--- config.mk ---
export PLATFORM = sky130hd
export DESIGN_NAME = cpu_local_arb
export DESIGN_NICKNAME = d
export VERILOG_FILES = /design/src/rtl/cpu_local_arb.sv
export SDC_FILE = /design/constraint.sdc
export NUM_CORES = 1
export LEC_CHECK = 0
export ABC_AREA = 1
export BUFFER_PORTS_ARGS = -buffer_cell sky130_fd_sc_hd__buf_4
export CAP_MARGIN = 5
export CORE_AREA = 2 2 135 137
export DETAILED_ROUTE_END_ITERATION = 6
export DIE_AREA = 0 0 137 139
export GPL_TIMING_DRIVEN = 0
export SYNTH_ARGS = -nofsm -noshare
export SYNTH_HDL_FRONTEND = slang
export SYNTH_SLANG_ARGS = --single-unit
--- constraint.sdc ---
create_clock -name clk -period 2.1 [get_ports clk]
set_input_delay 0.42 -clock clk [delete_from_list [all_inputs] [get_ports clk]]
set_output_delay 0.42 -clock clk [all_outputs]
set_load 0.03 [all_outputs]
--- src/rtl/cpu_local_arb.sv ---
// cpu_local_arb: two-master AHB-lite arbiter in front of the per-CPU local
// register slave. M0 is the CPU core data port, M1 the debug/peer-CPU port.
// The loser of an address phase is stalled with HREADY=0. Data-phase ownership
// is tracked so write data and read data reach the right master. Cycles with
// both masters requesting are counted in a saturating counter.
//
// Bus packing, MSB down to LSB:
//   AhbC [DATA_W+44:0] = {HADDR[31:0], HTRANS[1:0], HSIZE[2:0], HWRITE,
//                         HBURST[2:0], HPROT[3:0], HWDATA[DATA_W-1:0]}
//   AhbR [DATA_W:0]    = {HREADY, HRDATA[DATA_W-1:0]}
module cpu_local_arb #(
    parameter int RR_EN  = 1,
    parameter int CNT_W  = 16,
    parameter int DATA_W = 32
) (
    input  logic                clk,
    input  logic                rst,
    input  logic                hsel_m0,
    input  logic [DATA_W+44:0]  ahbc_m0,
    output logic [DATA_W:0]     ahbr_m0,
    input  logic                hsel_m1,
    input  logic [DATA_W+44:0]  ahbc_m1,
    output logic [DATA_W:0]     ahbr_m1,
    output logic                hsel_s,
    output logic [DATA_W+44:0]  ahbc_s,
    input  logic [DATA_W:0]     ahbr_s,
    output logic [CNT_W-1:0]    conflict_cnt
);

    localparam logic [1:0] AHB_IDLE   = 2'b00;
    localparam logic [1:0] AHB_NONSEQ = 2'b10;
    localparam logic [1:0] AHB_SEQ    = 2'b11;
    localparam logic       M0         = 1'b0;
    localparam logic       M1         = 1'b1;
    localparam int         C_W        = DATA_W + 45;

    // Saturating increment: holds at all-ones instead of wrapping.
    function automatic logic [CNT_W-1:0] sat_inc(input logic [CNT_W-1:0] v);
        if (&v)
            return v;
        else
            return v + {{(CNT_W-1){1'b0}}, 1'b1};
    endfunction

    logic [1:0]        htrans_m0;
    logic [1:0]        htrans_m1;
    logic              hready_s;
    logic [DATA_W-1:0] hrdata_s;
    logic              req0;
    logic              req1;

    // Registered arbitration state (address phase -> data phase boundary).
    logic              last_gnt_p1;
    logic              gnt_lock_p1;
    logic              gnt_hold_p1;
    logic              dp_vld_p1;
    logic              dp_mst_p1;
    logic [CNT_W-1:0]  cnt_p1;

    logic              gnt_vld;
    logic              gnt_mst;
    logic              gnt0;
    logic              gnt1;
    logic [44:0]       addr_ctl_s;
    logic [DATA_W-1:0] hwdata_s;
    logic              own0;
    logic              own1;
    logic              dp0;
    logic              dp1;
    logic              ap0;
    logic              ap1;

    assign htrans_m0 = ahbc_m0[DATA_W+12:DATA_W+11];
    assign htrans_m1 = ahbc_m1[DATA_W+12:DATA_W+11];
    assign hready_s  = ahbr_s[DATA_W];
    assign hrdata_s  = ahbr_s[DATA_W-1:0];

    // IDLE and BUSY transfers never need the slave, so they do not compete.
    assign req0 = hsel_m0 & ((htrans_m0 == AHB_NONSEQ) | (htrans_m0 == AHB_SEQ));
    assign req1 = hsel_m1 & ((htrans_m1 == AHB_NONSEQ) | (htrans_m1 == AHB_SEQ));

    // Pick at most one master; a stalled address phase keeps its grant.
    always_comb begin
        gnt_vld = 1'b0;
        gnt_mst = M0;
        if (gnt_lock_p1 && (gnt_hold_p1 ? req1 : req0)) begin
            gnt_vld = 1'b1;
            gnt_mst = gnt_hold_p1;
        end else if (req0 && req1) begin
            gnt_vld = 1'b1;
            gnt_mst = (RR_EN != 0) ? ~last_gnt_p1 : M0;
        end else if (req0 || req1) begin
            gnt_vld = 1'b1;
            gnt_mst = req1 ? M1 : M0;
        end
    end

    assign gnt0 = gnt_vld & (gnt_mst == M0);
    assign gnt1 = gnt_vld & (gnt_mst == M1);

    // Address/control to the slave follows the grant; idle bus when nobody wins.
    always_comb begin
        addr_ctl_s = {{43{1'b0}}, AHB_IDLE};
        addr_ctl_s = '0;
        if (gnt_vld)
            addr_ctl_s = gnt_mst ? ahbc_m1[C_W-1:DATA_W] : ahbc_m0[C_W-1:DATA_W];
    end

    // Write data follows whoever owns the current data phase.
    always_comb begin
        hwdata_s = '0;
        if (dp_vld_p1)
            hwdata_s = dp_mst_p1 ? ahbc_m1[DATA_W-1:0] : ahbc_m0[DATA_W-1:0];
    end

    assign hsel_s = gnt_vld;
    assign ahbc_s = {addr_ctl_s, hwdata_s};

    assign own0 = dp_vld_p1 & (dp_mst_p1 == M0);
    assign own1 = dp_vld_p1 & (dp_mst_p1 == M1);
    assign dp0  = own0 ? hready_s : 1'b1;
    assign dp1  = own1 ? hready_s : 1'b1;
    assign ap0  = ~req0 | (gnt0 & hready_s);
    assign ap1  = ~req1 | (gnt1 & hready_s);

    assign ahbr_m0 = {dp0 & ap0, own0 ? hrdata_s : {DATA_W{1'b0}}};
    assign ahbr_m1 = {dp1 & ap1, own1 ? hrdata_s : {DATA_W{1'b0}}};

    // Accept/lock bookkeeping: advance data-phase owner when the slave is ready.
    always_ff @(posedge clk or posedge rst) begin
        if (rst) begin
            last_gnt_p1 <= M1;
            gnt_lock_p1 <= 1'b0;
            gnt_hold_p1 <= M0;
            dp_vld_p1   <= 1'b0;
            dp_mst_p1   <= M0;
        end else if (gnt_vld) begin
            if (hready_s) begin
                last_gnt_p1 <= gnt_mst;
                dp_vld_p1   <= 1'b1;
                dp_mst_p1   <= gnt_mst;
                gnt_lock_p1 <= 1'b0;
            end else begin
                gnt_lock_p1 <= 1'b1;
                gnt_hold_p1 <= gnt_mst;
            end
        end else if (hready_s) begin
            dp_vld_p1   <= 1'b0;
            gnt_lock_p1 <= 1'b0;
        end
    end

    // Count every edge on which both masters want the slave.
    always_ff @(posedge clk or posedge rst) begin
        if (rst)
            cnt_p1 <= '0;
        else if (req0 && req1)
            cnt_p1 <= sat_inc(cnt_p1);
    end

    assign conflict_cnt = cnt_p1;

endmodule

==> reports/metrics.csv <==
metric,value,unit
status,"finished, violations left",
violations,negative setup slack,
routed_wl,17.0,mm
rsz0062_at_grt,true,
placed_cells,1133,
hold_viol,0,
cts.sinks,21,
antenna_found_initial,0,
path_class,flop to primary output,
combPwrFrac,72.4,%
use_met1,19.3,%
fmax,467,MHz
synth_xor_area_share,2.11,%
cp_cell_sequence,inv_2 -> o21ai_4 -> inv_2 -> nand2_8 -> buf_6 -> nand2_4 -> buf_6 -> nand2_2 -> nand2_2 -> buf_6,
switchingPower,1.55,mW
slowest_stage,dfstp_2,
fin_cells,1150,
r2r_slack,420,ps
core_area,17700,um2
postSynthCellCount,554,
synth_seq_cells,21,
grt_pass1_wl,24.3,mm
fin_nets,1114,
p_int,1.67,mW
cts_tree,done,
seqPwrFrac,15.2,%
clkLatencyLatePin,250,ps
gp_congestion,0.862,
synth-seq-area-share,18.1,%
synth_nets,746,
drive_gt1_share,54.4,%
max-vdd-ir-drop,327,uV
die_h,139,um
numCtsBuffers,3,
critPathTopFamily,flip-flops,
ys_warn_count,0,
viasPerCell,4.34,
fin_skew,0.828,ps
num_vias,4988,
post-route-period-util,102,%
drv_cap,0,
cp_max_fo,8,
end_kind,primary output,
seq_area,527,um2
use_met2,29.4,%
maxSlewViolCount,0,
dpl_worst_slack,-193,ps
routedWlPerCell,14.8,um
switching_share,48.2,%
avgSynthCellArea,5.25,um2
slowest_delay,520,ps
grt_use_total,16.0,%
synth_top_family_by_area,simple AND/OR/NAND/NOR gates,
ant_nets,0,
ioPinCount,351,
clkPwrFrac,12.4,%
worst_r2r_endpoint,conflict_cnt[4],
setup_ws,-39.6,ps
clockBufferDepth,2,
cp.buffers_inverters,5,
r2r-start,conflict_cnt[0],
area.growth.synth_to_final,130,%
synth_compound_area_share,2.92,%
synth_cell_type_count,27,
final_util,37.9,%
grt.busiest_layer,met2,
required,1680,ps
drc_errors,0,
setup_viol,39,
grt_max_degree,22,
synth.area.mux_share,0,%
dr.first_iter.drc_count,151,
crit_path_frequent_cell,buf_6,
hold_ws,341,ps
htreeDepth,1,
cp-start-kind,flop,
n_antenna_cell,0,
rows,49,
hp-class,input pin to asynchronous set/reset pin,
syn_area,2910,um2
multi_input_area,2370,um2
min_period,2140,ps
arrival,1720,ps
slew_headroom,44.1,%
dp_hpwl,13.5,mm
root_buffer,clkbuf_16,
synth_adder_area_share,0.430,%
initial_core_util,16.5,%
r2r_cells,9,
grt-ovfl-total,0,
grt_pass1_vias,4739,
leakagePower,3.85,nW
worst_pin_slew,838,ps
synth-simple-area-share,63.3,%
pwr_density_cell,481,nW/um2
nFillCells,1900,
die-area,19000,um2
die_w,137,um
drt_pass1_iterations,6,
use_met3,2.27,%
io_buffers,350,
total_power,3.22,mW
clk_pin_slew,60,ps
-- cells in the mapped netlist --
cell	instances	area (um2)
nand3_1	39	195
nand2_1	235	882
dfstp_2	1	26.3
xnor2_1	7	61.3
nor2_4	3	33.8
nand2_4	3	33.8
buf_6	1	11.3
ha_1	1	12.5
o21bai_1	1	7.51
clkinv_2	1	5.00
nand4_1	51	319
nor2_2	2	12.5
o21ai_2	1	8.76
nand2_2	3	18.8
nand3_2	2	20.0
o21a_1	1	7.51
a21oi_1	1	5.00
buf_4	5	37.5
nor2_1	82	308
o21ai_0	9	45.0
nand2_8	1	20.0
clkbuf_1	17	63.8
dfrtp_1	20	500
buf_2	13	65.1
inv_1	50	188
inv_2	3	11.3
a21boi_2	1	11.3
-- routing by layer --
metal	share of wire, %	vias up
met5	0	-
met4	2.0	0
met3	8.7	20
met2	50	262
met1	39	2225
li1	-	2481
-- cells in the final DEF (no fill, tap or decap), drive strengths merged --
cell type  count
a21boi         1
a21oi          1
buf          380
clkbuf        22
clkinv         1
dfrtp         20
dfstp          1
ha             1
inv           53
nand2        243
nand3         41
nand4         51
nor2          87
o21a           1
o21ai         10
o21bai         1
xnor2          7
-- timing repair --
item,CTS,global route
setup endpoints to repair,135,110
hold buffers,0,0
pin swaps,9,21
buffers inserted,6,2
endpoints found under the hold margin,0,0
resized for setup,109,93
gates cloned,3,2
-- area by class of cell --
| cell class | count | area share [%] |
|---|---|---|
| tap | 229 | 4.28 |
| sequential | 21 | 7.87 |
| buffer | 36 | 3.91 |
| inverter | 54 | 3.05 |
| multi-input combinational | 444 | 35.4 |
| clock buffer | 4 | 1.18 |
| timing repair buffer | 362 | 44.3 |
-- state kept, by name, summed over array words and instances (netlist names) --
register      flops
gnt_hold_p1       1
gnt_lock_p1       1
dp_vld_p1         1
conflict_cnt     16
dp_mst_p1         1
last_gnt_p1       1
-- metrics by stage --
stage               TNS (ps)  area, um2
floorplan                  0       2910
global placement       -5110       5820
detailed placement     -4970       5820
CTS                    -1330       6340
global route           -4810       6690
finish                  -721       6690
-- kinds of logic after synthesis --
kind of cell               after synthesis
and+or+nand+nor                        421
buffers and inverters                   90
DFF                                     21
AOI/OAI and AO/OA                       14
xor gates and xnor gates                 7
adders and majority gates                1
-- power by group through the flow --
stage | Combinational, mW | Clock [mW] | Sequential (mW)
CTS | 2.21 | 0.415 | 0.491
global route | 2.47 | 0.437 | 0.495
finish | 2.33 | 0.399 | 0.490
detailed placement | 2.03 | 0 | 0.495
global placement | 2.03 | 0 | 0.494
floorplan | 1.09 | 0 | 0.529
-- worst max path at each step --
stage	from	end	slack [ps]	cells after the start
after floorplan	hsel_m0	ahbc_s[68]	210	5
after global placement	hsel_m1	ahbc_s[72]	-190	8
after detailed placement	hsel_m1	ahbc_s[72]	-190	8
after CTS	last_gnt_p1	ahbr_m0[32]	-60	10
after global routing	last_gnt_p1	ahbc_s[54]	-140	9
final	last_gnt_p1	ahbc_s[36]	-40	10
Power figures use the tool's default switching activity.
